$ cat src/rtl/full_logic_n_pkg.sv
// full_logic_pkg: control FSM state encoding and default watermark helpers for full_logic_n
package full_logic_pkg;
    localparam logic [2:0] L_RESET  = 3'd0;
    localparam logic [2:0] L_INIT   = 3'd1;
    localparam logic [2:0] L_IDLE   = 3'd2;
    localparam logic [2:0] L_ACTIVE = 3'd3;
    localparam logic [2:0] L_ERROR  = 3'd4;
    typedef enum logic [2:0] {
        ST_RESET  = L_RESET,
        ST_INIT   = L_INIT,
        ST_IDLE   = L_IDLE,
        ST_ACTIVE = L_ACTIVE,
        ST_ERROR  = L_ERROR
    } state_t;
    function automatic int def_alto(int depth);
        return depth - 1;
    endfunction
    function automatic int def_bajo();
        return 1;
    endfunction
endpackage

$ cat src/rtl/full_logic_n_if.sv
// full_logic_n_if: write/pop/threshold inputs and data/flag/state outputs of full_logic_n
// master drives init, wr_enable, data_in, pop, umbral_alto, umbral_bajo; slave drives the rest.
interface full_logic_n_if #(
    parameter int DATA_W   = 6,
    parameter int CH_SEL_W = 1,
    parameter int TH_W     = 3
);
    localparam int N_CH = 2 ** CH_SEL_W;
    logic                   init;
    logic                   wr_enable;
    logic [DATA_W-1:0]      data_in;
    logic [N_CH-1:0]        pop;
    logic [TH_W-1:0]        umbral_alto;
    logic [TH_W-1:0]        umbral_bajo;
    logic [N_CH*DATA_W-1:0] data_out;
    logic [N_CH-1:0]        empty;
    logic [N_CH-1:0]        full;
    logic [N_CH-1:0]        almost_full;
    logic [N_CH-1:0]        almost_empty;
    logic                   pause_out;
    logic                   idle_out;
    logic                   active_out;
    logic                   error_out;
    logic [N_CH-1:0]        error_ch;
    modport master (
        output init, wr_enable, data_in, pop, umbral_alto, umbral_bajo,
        input  data_out, empty, full, almost_full, almost_empty,
               pause_out, idle_out, active_out, error_out, error_ch
    );
    modport slave (
        input  init, wr_enable, data_in, pop, umbral_alto, umbral_bajo,
        output data_out, empty, full, almost_full, almost_empty,
               pause_out, idle_out, active_out, error_out, error_ch
    );
endinterface

$ cat src/rtl/full_logic_n_fifo.sv
// fifo_param: single-clock FIFO with registered read port that updates only on pop
// Ports: clk, reset (sync, active-high), push/din, pop/dout, count, empty, full.
// The caller never pushes to a full FIFO without a pop, nor pops an empty one.
module fifo_param #(
    parameter int DATA_W = 6,
    parameter int ADDR_W = 2
) (
    input  logic              clk,
    input  logic              reset,
    input  logic              push,
    input  logic              pop,
    input  logic [DATA_W-1:0] din,
    output logic [DATA_W-1:0] dout,
    output logic [ADDR_W:0]   count,
    output logic              empty,
    output logic              full
);
    localparam int DEPTH = 2 ** ADDR_W;
    logic [DATA_W-1:0] r_mem [DEPTH];
    logic [ADDR_W-1:0] r_wp, r_rp;
    logic [ADDR_W:0]   r_cnt;
    logic [DATA_W-1:0] r_dout;
    always_ff @(posedge clk) begin
        if (reset) begin
            r_wp   <= '0;
            r_rp   <= '0;
            r_cnt  <= '0;
            r_dout <= '0;
        end else begin
            if (push) begin
                r_mem[r_wp] <= din;
                r_wp        <= r_wp + 1'b1;
            end
            if (pop) begin
                r_dout <= r_mem[r_rp];
                r_rp   <= r_rp + 1'b1;
            end
            r_cnt <= r_cnt + (ADDR_W + 1)'(push) - (ADDR_W + 1)'(pop);
        end
    end
    assign dout  = r_dout;
    assign count = r_cnt;
    assign empty = r_cnt == '0;
    assign full  = r_cnt == (ADDR_W + 1)'(DEPTH);
endmodule

$ cat src/rtl/full_logic_n.sv
// full_logic_n: steers a word stream into N_CH FIFOs under a config/run/error FSM with watermarks
// Ports: clk, reset (sync, active-high); bus (slave) carries write, pop and threshold inputs
// plus per-channel data/flags, pause_out, state indicators and sticky error_ch.
module full_logic_n
    import full_logic_pkg::*;
#(
    parameter int DATA_W   = 6,
    parameter int ADDR_W   = 2,
    parameter int CH_SEL_W = 1,
    parameter int TH_W     = ADDR_W + 1
) (
    input  logic          clk,
    input  logic          reset,
    full_logic_n_if.slave bus
);
    localparam int N_CH  = 2 ** CH_SEL_W;
    localparam int DEPTH = 2 ** ADDR_W;
    state_t              r_state, w_next;
    logic [TH_W-1:0]     r_alto, r_bajo;
    logic [N_CH-1:0]     r_err_ch;
    logic [N_CH-1:0]     w_push, w_pop, w_ovf, w_udf, w_empty, w_full, w_af, w_ae;
    logic [CH_SEL_W-1:0] w_ch;
    logic                w_run, w_err;
    assign w_run = (r_state == ST_IDLE) || (r_state == ST_ACTIVE);
    assign w_ch  = bus.data_in[DATA_W-1 -: CH_SEL_W];
    assign w_err = |(w_ovf | w_udf);
    for (genvar g = 0; g < N_CH; g++) begin : g_ch
        logic [DATA_W-1:0] w_dout;
        logic [ADDR_W:0]   w_cnt;
        logic              w_wr;
        assign w_wr     = w_run && bus.wr_enable && (w_ch == CH_SEL_W'(g));
        // a same-cycle pop frees the slot, so a full FIFO can still take the word
        assign w_ovf[g]  = w_wr && w_full[g] && !bus.pop[g];
        assign w_udf[g]  = w_run && bus.pop[g] && w_empty[g];
        assign w_push[g] = w_wr && !w_ovf[g];
        assign w_pop[g]  = w_run && bus.pop[g] && !w_empty[g];
        fifo_param #(.DATA_W(DATA_W), .ADDR_W(ADDR_W)) u_fifo (
            .clk   (clk),
            .reset (reset),
            .push  (w_push[g]),
            .pop   (w_pop[g]),
            .din   (bus.data_in),
            .dout  (w_dout),
            .count (w_cnt),
            .empty (w_empty[g]),
            .full  (w_full[g])
        );
        assign w_af[g] = TH_W'(w_cnt) >= r_alto;
        assign w_ae[g] = TH_W'(w_cnt) <= r_bajo;
        assign bus.data_out[g*DATA_W +: DATA_W] = w_dout;
    end
    always_comb begin
        w_next = r_state;
        case (r_state)
            ST_RESET:  w_next = ST_INIT;
            ST_INIT:   if (!bus.init) w_next = (r_bajo < r_alto && r_alto <= TH_W'(DEPTH)) ? ST_IDLE : ST_ERROR;
            ST_IDLE:   w_next = w_err ? ST_ERROR : bus.init ? ST_INIT :
                                (bus.wr_enable || !(&w_empty)) ? ST_ACTIVE : ST_IDLE;
            ST_ACTIVE: w_next = w_err ? ST_ERROR : bus.init ? ST_INIT :
                                (!bus.wr_enable && &w_empty) ? ST_IDLE : ST_ACTIVE;
            ST_ERROR:  w_next = ST_ERROR;
            default:   w_next = ST_RESET;
        endcase
    end
    always_ff @(posedge clk) begin
        if (reset) begin
            r_state  <= ST_RESET;
            r_alto   <= TH_W'(def_alto(DEPTH));
            r_bajo   <= TH_W'(def_bajo());
            r_err_ch <= '0;
        end else begin
            r_state  <= w_next;
            r_err_ch <= r_err_ch | w_ovf | w_udf;
            if (r_state == ST_INIT && bus.init) begin
                r_alto <= bus.umbral_alto;
                r_bajo <= bus.umbral_bajo;
            end
        end
    end
    assign bus.empty        = w_empty;
    assign bus.full         = w_full;
    assign bus.almost_full  = w_af;
    assign bus.almost_empty = w_ae;
    assign bus.pause_out    = |w_af;
    assign bus.error_ch     = r_err_ch;
    assign bus.idle_out     = r_state == ST_IDLE;
    assign bus.active_out   = r_state == ST_ACTIVE;
    assign bus.error_out    = r_state == ST_ERROR;
endmodule

$ cat src/flat_wrapper.sv
// flat-port wrapper written by rule: the top's interface ports become plain ports
module full_logic_n_flat import full_logic_pkg::*;
#(
    parameter int DATA_W   = 6,
    parameter int ADDR_W   = 2,
    parameter int CH_SEL_W = 1,
    parameter int TH_W     = ADDR_W + 1
)
  (clk, reset, bus_init, bus_wr_enable, bus_data_in, bus_pop, bus_umbral_alto, bus_umbral_bajo, bus_data_out, bus_empty, bus_full, bus_almost_full, bus_almost_empty, bus_pause_out, bus_idle_out, bus_active_out, bus_error_out, bus_error_ch);
  full_logic_n_if #(.DATA_W(DATA_W), .CH_SEL_W(CH_SEL_W), .TH_W(TH_W)) bus_i ();
  input  logic clk;
  input  logic reset;
  input wire logic [$bits(bus_i.init)-1:0] bus_init;
  input wire logic [$bits(bus_i.wr_enable)-1:0] bus_wr_enable;
  input wire logic [$bits(bus_i.data_in)-1:0] bus_data_in;
  input wire logic [$bits(bus_i.pop)-1:0] bus_pop;
  input wire logic [$bits(bus_i.umbral_alto)-1:0] bus_umbral_alto;
  input wire logic [$bits(bus_i.umbral_bajo)-1:0] bus_umbral_bajo;
  output wire logic [$bits(bus_i.data_out)-1:0] bus_data_out;
  output wire logic [$bits(bus_i.empty)-1:0] bus_empty;
  output wire logic [$bits(bus_i.full)-1:0] bus_full;
  output wire logic [$bits(bus_i.almost_full)-1:0] bus_almost_full;
  output wire logic [$bits(bus_i.almost_empty)-1:0] bus_almost_empty;
  output wire logic [$bits(bus_i.pause_out)-1:0] bus_pause_out;
  output wire logic [$bits(bus_i.idle_out)-1:0] bus_idle_out;
  output wire logic [$bits(bus_i.active_out)-1:0] bus_active_out;
  output wire logic [$bits(bus_i.error_out)-1:0] bus_error_out;
  output wire logic [$bits(bus_i.error_ch)-1:0] bus_error_ch;
  assign bus_i.init = bus_init;
  assign bus_i.wr_enable = bus_wr_enable;
  assign bus_i.data_in = bus_data_in;
  assign bus_i.pop = bus_pop;
  assign bus_i.umbral_alto = bus_umbral_alto;
  assign bus_i.umbral_bajo = bus_umbral_bajo;
  assign bus_data_out = bus_i.data_out;
  assign bus_empty = bus_i.empty;
  assign bus_full = bus_i.full;
  assign bus_almost_full = bus_i.almost_full;
  assign bus_almost_empty = bus_i.almost_empty;
  assign bus_pause_out = bus_i.pause_out;
  assign bus_idle_out = bus_i.idle_out;
  assign bus_active_out = bus_i.active_out;
  assign bus_error_out = bus_i.error_out;
  assign bus_error_ch = bus_i.error_ch;
  full_logic_n #(.DATA_W(DATA_W), .ADDR_W(ADDR_W), .CH_SEL_W(CH_SEL_W), .TH_W(TH_W)) u_core (.clk(clk), .reset(reset), .bus(bus_i));
endmodule
$ cat config.mk
export PLATFORM = sky130hd
export DESIGN_NAME = full_logic_n_flat
export DESIGN_NICKNAME = d
export VERILOG_FILES = /design/src/rtl/full_logic_n_pkg.sv /design/src/rtl/full_logic_n_if.sv /design/src/rtl/full_logic_n_fifo.sv /design/src/rtl/full_logic_n.sv /design/src/flat_wrapper.sv
export SDC_FILE = /design/constraint.sdc
export NUM_CORES = 1
export LEC_CHECK = 0
export CELL_PAD_IN_SITES_DETAIL_PLACEMENT = 0
export CELL_PAD_IN_SITES_GLOBAL_PLACEMENT = 1
export CORE_ASPECT_RATIO = 1.25
export CORE_MARGIN = 3
export CORE_UTILIZATION = 45
export DETAILED_ROUTE_END_ITERATION = 10
export PLACE_DENSITY = 0.8
export SETUP_SLACK_MARGIN = 0.1
export SKIP_CTS_REPAIR_TIMING = 1
export SYNTH_ARGS = -nofsm -noshare
export SYNTH_HDL_FRONTEND = slang
export SYNTH_SLANG_ARGS = --single-unit
$ cat constraint.sdc
create_clock -name clk -period 3.5 [get_ports clk]
set_input_delay 1.05 -clock clk [delete_from_list [all_inputs] [get_ports clk]]
set_output_delay 1.05 -clock clk [all_outputs]
set_load 0.005 [all_outputs]
* Yosys cells after proc, flatten, opt, wreduce, memory -nomap -nowiden *
Memories as Yosys holds them, arrays and structs flattened. A register that Yosys moved wholly into a read port is not among the register bits.
Index checks and enable logic that the tools add are counted.

storage, ports and cells
  memories = 2
  input port bits = 18
  memory bits (read-only) = 0
  word-level logic and storage cells = 86
  flip-flop bits (word level) = 25
  latch bits = 0
  bits in writable memories = 48
  output and inout bits = 26

cells by class
  $lt $le $gt $ge = 6
  shift-type cells = 0
  multiply operators = 0
  bitwise logic cells = 4
  equality and inequality tests = 7
  divide/modulo/power cells = 0
  reductions and logical operators = 34
  add/subtract/negate cells = 8
  mux-type cells = 15

memories
  name                         words  width  read ports  clocked after memory_dff  write ports  line                     text
  u_core.g_ch[0].u_fifo.r_mem  4      6      1           1                         1            full_logic_n_fifo.sv:19  logic [DATA_W-1:0] r_mem [DEPTH];
  u_core.g_ch[1].u_fifo.r_mem  4      6      1           1                         1            full_logic_n_fifo.sv:19

operator list
  operator                                                         count
  1-bit logical AND                                                18
  3-bit two-way mux                                                6
  3-bit case mux with 5 select lines                               1
  3-bit == test, second input constant                             3
  3-bit zero test                                                  3
  2-bit by 1-bit adder with 2-bit output, second input constant    4
  1-bit zero test                                                  8
  1-bit two-way mux                                                8
  3-bit by 1-bit adder with 3-bit output                           2
  3-bit by 2-bit == test with 1-bit output, second input constant  2
  3-bit >= comparator                                              2
  3-bit <= comparator                                              2
  2-bit bitwise OR                                                 3
  3-bit by 1-bit subtractor with 3-bit output                      2
  2-bit OR reduction                                               2
  3-bit by 1-bit == test with 1-bit output, second input constant  1
  3-bit <= comparator, second input constant                       1
  3-bit less-than comparator                                       1
  1-bit logical OR                                                 2
  2-bit != test, second input constant                             1
  2-bit AND reduction                                              1
  1-bit inverter                                                   1

* Logic depth before layout (Yosys ltp) *
  depth after elaboration = 11
  gate-level depth with buffers = 12
  mapped depth without buffers = 11

* Cells and area by module *
A second synthesis with hierarchy kept.

unflattened totals
  cell total of the unflattened synthesis = 312
  area total of the unflattened synthesis = 3911.3 um2

modules (own cells, without submodules)
  module        area each (um2)  sequential area each (um2)  times used  cells each
  fifo_param    1522.7           980.9                       2           101
  full_logic_n  865.8            220.2                       1           110

* Worst setup path after synthesis *
Ideal clock, no wire load.

  path type = input to register
  start = in bus_pop[1]
  end = reg u_core.g_ch[1].u_fifo.r_cnt[2]
  library setup time = 0.128 ns
  cell stages on the path = 11
  slack = 0.676 ns
  buffers on the path = 0
  required time = 3.372 ns
  data arrival time = 2.696 ns
  cells stage by stage = and3b_2 nand2_1 inv_2 ha_1 inv_1 ha_1 inv_1 fa_1 xor2_1 xnor2_1 nor2_1

on the way
  elaborated cells between the ends (all ways) = 8
  those cells by class = 2 x add/sub; 6 x reduce/logical

RTL lines
  item                                         line                     text
  from (decl)                                  flat_wrapper.sv:16       input wire logic [$bits(bus_i.pop)-1:0] bus_pop;
  1-bit logical AND (2 in a row)               full_logic_n.sv:36       assign w_pop[g] = w_run && bus.pop[g] && !w_empty[g];
  net u_core.g_ch[1].u_fifo.pop                full_logic_n_fifo.sv:11  input logic pop,
  3-bit by 1-bit subtractor with 3-bit output  full_logic_n_fifo.sv:38  r_cnt <= r_cnt + (ADDR_W + 1)'(push) - (ADDR_W + 1)'(pop);
  to (signal assigned)                         full_logic_n_fifo.sv:38
  to (decl)                                    full_logic_n_fifo.sv:21  logic [ADDR_W:0] r_cnt;

The timed path passes the listed nets, and every way through them passes these cells.
A chain may end at the register's enable or synchronous reset.

* Final worst setup path *
  start = reg u_core.g_ch[0].u_fifo.r_cnt[1]
  end = out bus_almost_empty[0]

on the way
  longest elaborated chain between the ends = 1

ends and longest elaborated chain
  item                    line                     text
  from (decl)             full_logic_n_fifo.sv:21
  from (signal assigned)  full_logic_n_fifo.sv:38
  3-bit <= comparator     full_logic_n.sv:49       assign w_ae[g] = TH_W'(w_cnt) <= r_bajo;
  to (decl)               flat_wrapper.sv:23       output wire logic [$bits(bus_i.almost_empty)-1:0] bus_almost_empty;

Every way passes these cells.

==> summary.md <==
| Metric | Value |
|---|---|
| HPWL Detailed | 5190 µm |
| WP buf/inv | 1 |
| Initial antenna violation count | 0 |
| Starting DRT DRC Count | 89 |
| Worst skew pair latency | 350 ps |
| Fin. max-slew vios | 0 |
| PortBufs | 43 |
| Power Total | 2030 µW |
| Per-cell routed wire length | 15.3 µm |
| Vias per inst | 5.20 |
| Setup violations, final | 0 |
| TritonCTS clock tree | built |
| Crit. End Element | primary output |
| Worst setup path start | u_core.g_ch[0].u_fifo.count[1] |
| Die height | 109 µm |
| Largest net degree at the start of global routing | 21 |
| P per Cell Area | 442 nW/µm² |
| Seq pwr share | 0.539 |
| IO Pins | 44 |
| Switch share | 0.226 |
| Comb power frac | 0.088 |
| Share of layout cells above drive strength 1 | 0.131 |
| Number of cell rows | 37 |
| #FFs+latches synth | 85 |
| Hold Violations, Final | 0 |
| Critical R2R Capture | u_core.g_ch[1].u_fifo.count[2] |
| Fmax | 316 MHz |
| Min-delay worst type | reg -> reg |
| Die Area | 9720 µm² |
| Syn nets | 354 |
| Max cap viols | 0 |
| CTS Sinks | 85 |
| Largest delay share family, worst path | buffers and inverters |
| Setup crit end | bus_almost_empty[0] |
| Vias in the first global route | 2327 |
| Mapped Area | 3850 µm² |
| Hold depth | 2 |
| CP Launch Type | register |
| # fillers | 699 |
| Core Area | 8290 µm² |
| DR pass1 iterations | 4 |
| Net Sw Power | 460 µW |
| Area growth syn-to-layout | 19.4% |
| First-pass GRT wire length | 11500 µm |
| Post-Syn Instances | 308 |
| Vias | 2369 |
| Diode count | 0 |
| Total global-route track usage | 0.160 |
| Chip width | 88.8 µm |
| Peak supply drop | 0.000209 V |
| Status | finished, final reports clean |
| RSZ-0062 raised after global routing | false |
| Final net count | 400 |
| Starting density of the core | 0.465 |
| Cts bufs inserted | 9 |
| Clock group share of total power | 0.373 |
| Max Buffers Root-to-Sink | 2 |
| Slew headroom | 0.644 |
| Mean post-synth cell area | 12.5 µm² |
| Remaining routing DRC violations | 0 |
| Static leakage | 0.00170 µW |
| Synth unique cells | 47 |
| CP max-delay cell | clkdlybuf4s50_1 |
| Final Util | 0.555 |
| H-tree depth | 3 |
| Design area | 4600 µm² |
| Final hold slack | 454 ps |
| Crit-path max cell delay | 530 ps |
| Post-route minimum period | 3160 ps |
| Worst path depth | 5 |
| Internal power | 1570 µW |
| Clock Root Buffer | clkbuf_8 |
| Number of routed nets with antenna violations | 0 |
| Total negative setup slack | 0 ps |
| GPL Wtd Cong | 0.775 |
| Clock Skew | 9.67 ps |
| Critical path, cell by cell | ha_1 -> nor2b_1 -> o21a_1 -> o21ai_0 -> clkdlybuf4s50_1 |
| Total grt overflow | 0 |
| WS Path Type | reg -> out |
| Worst r2r path cells | 11 |
| Placed inst area | 4380 µm² |
| Register area share after synthesis | 0.566 |
| RR Startpoint | u_core.g_ch[1].u_fifo.count[2] |
| Syn. warnings | 0 |
| Final wirelength | 6990 µm |
| R2R setup slack | 1100 ps |
| Critical path peak fanout | 7 |
| CP Data Required Time | 2450 ps |
| Clock transition at the registers of the reported paths | 90 ps |
| Arr. time, crit path | 2110 ps |
| Slew @ Worst Pin | 532 ps |
| Part of the cycle the worst path needs | 0.903 |
[per-layer routing]
metal  track usage  part of all wire
met1         0.197              0.42
met2         0.269              0.51
met3        0.0382             0.050
met4        0.0648             0.021
met5             0                 0
[state kept, by name (all words and copies together) (netlist names)]
| register | count |
|---|---|
| u_core.r_bajo | 3 |
| u_core.g_ch.u_fifo.r_mem | 48 |
| u_core.g_ch.u_fifo.r_wp | 4 |
| u_core.r_state | 3 |
| u_core.r_alto | 3 |
| u_core.bus.error_ch | 2 |
| u_core.g_ch.u_fifo.count | 6 |
| u_core.g_ch.u_fifo.dout | 12 |
| u_core.g_ch.u_fifo.r_rp | 4 |
[cell usage in the layout (no fill, tap or decap), drive strengths merged, types with 2 or more instances in the layout]
cell            n
edfxtp         48
clkdlybuf4s50  42
dfxtp          37
nand2          28
ha             26
nor2           24
inv            21
a21oi          16
mux4           12
and2            9
nor2b           9
clkbuf          9
buf             7
xnor2           6
o21ai           6
nor3b           5
nand3           5
a21o            4
xor2            4
or3             3
a211o           3
nand2b          2
and2b           2
and4bb          2
nor3            2
o21a            2
a22o            2
fa              2
bufinv          2
and3b           2
nor4b           2
nor4            2
clkinv          2
[power groups by stage]
stage	sequential (µW)	combinational [µW]	clock (µW)
6_report	1100	178	760
4_1_cts	1100	183	775
3_3_place_gp	1120	178	0
3_5_place_dp	1120	181	0
2_1_floorplan	1100	116	0
5_1_grt	1100	203	827
[per-stage QoR]
stage,cells,setup WS (ps)
global route,456,179
floorplan,308,676
finish,456,339
global placement,440,274
detailed placement,440,248
CTS,456,156
[worst min-delay path by stage]
stage,slack (ps),to,startpoint
after global routing,480,u_core.g_ch[0].u_fifo.dout[3],u_core.g_ch[0].u_fifo.dout[3]
after floorplan,450,u_core.g_ch[0].u_fifo.dout[0],u_core.g_ch[0].u_fifo.dout[0]
after global placement,440,u_core.g_ch[0].u_fifo.dout[5],u_core.g_ch[0].u_fifo.dout[5]
final,450,u_core.g_ch[0].u_fifo.dout[4],u_core.g_ch[0].u_fifo.dout[4]
after CTS,460,u_core.g_ch[0].u_fifo.dout[4],u_core.g_ch[0].u_fifo.dout[4]
after detailed placement,450,u_core.g_ch[0].u_fifo.dout[4],u_core.g_ch[0].u_fifo.dout[4]
[final cells by class]
type | instances | area, µm² | area share
Sequential cell | 85 | 2180 | 0.475
Multi-Input combinational cell | 189 | 1520 | 0.330
Clock inverter | 7 | 97.6 | 0.0212
Clock buffer | 9 | 124 | 0.0269
Timing Repair Buffer | 50 | 485 | 0.105
Tap cell | 97 | 121 | 0.0264
Inverter | 19 | 71.3 | 0.0155
[worst register-to-register path: cells and delay by family (launching register included)]
family,cells,cell delay (ps)
adders and majority gates,3,760
and+or+nand+nor,3,670
DFF,1,390
xor gates and xnor gates,2,310
buffers and inverters,3,140
[cell usage after synthesis (all sizes together)]
library cell	instances	area (µm²)
nor3b	5	37.5
and2	9	56.3
clkbuf	2	7.51
ha	26	325
o21ai	6	30.0
a22o	2	17.5
and2b	2	15.0
o31a	1	8.76
mux2i	1	10.0
nor3	2	10.0
dfxtp	37	741
or3	3	18.8
edfxtp	48	1440
nand4b	1	8.76
a21oi	16	80.1
xnor2	6	52.6
a21o	4	30.0
or4b	1	10.0
a211o	3	26.3
o211ai	1	7.51
nor4	2	18.8
and4b	1	10.0
inv	19	71.3
nor4b	2	23.8
mux4	12	270
and4bb	2	25.0
xor2	4	35.0
o22a	1	10.0
nor2	24	90.1
nand2	28	105
o31ai	1	7.51
fa	2	40.0
buf	13	76.3
nand2b	2	12.5
nor2b	9	56.3
o21a	2	15.0
or2	1	6.26
and3b	2	22.5
nand3	5	25.0
[kinds of logic (layout without fill, tap and decap cells)]
| family | Yosys count | in the layout | share of synthesized area |
|---|---|---|---|
| fa+ha+maj | 28 | 28 | 0.0948 |
| compound gates | 37 | 37 | 0.0604 |
| buf+inv | 34 | 85 | 0.0402 |
| simple gates | 101 | 101 | 0.143 |
| mux | 13 | 13 | 0.0727 |
| flops | 85 | 85 | 0.566 |
| xor+xnor | 10 | 10 | 0.0227 |
Power figures use the tool's default switching activity.
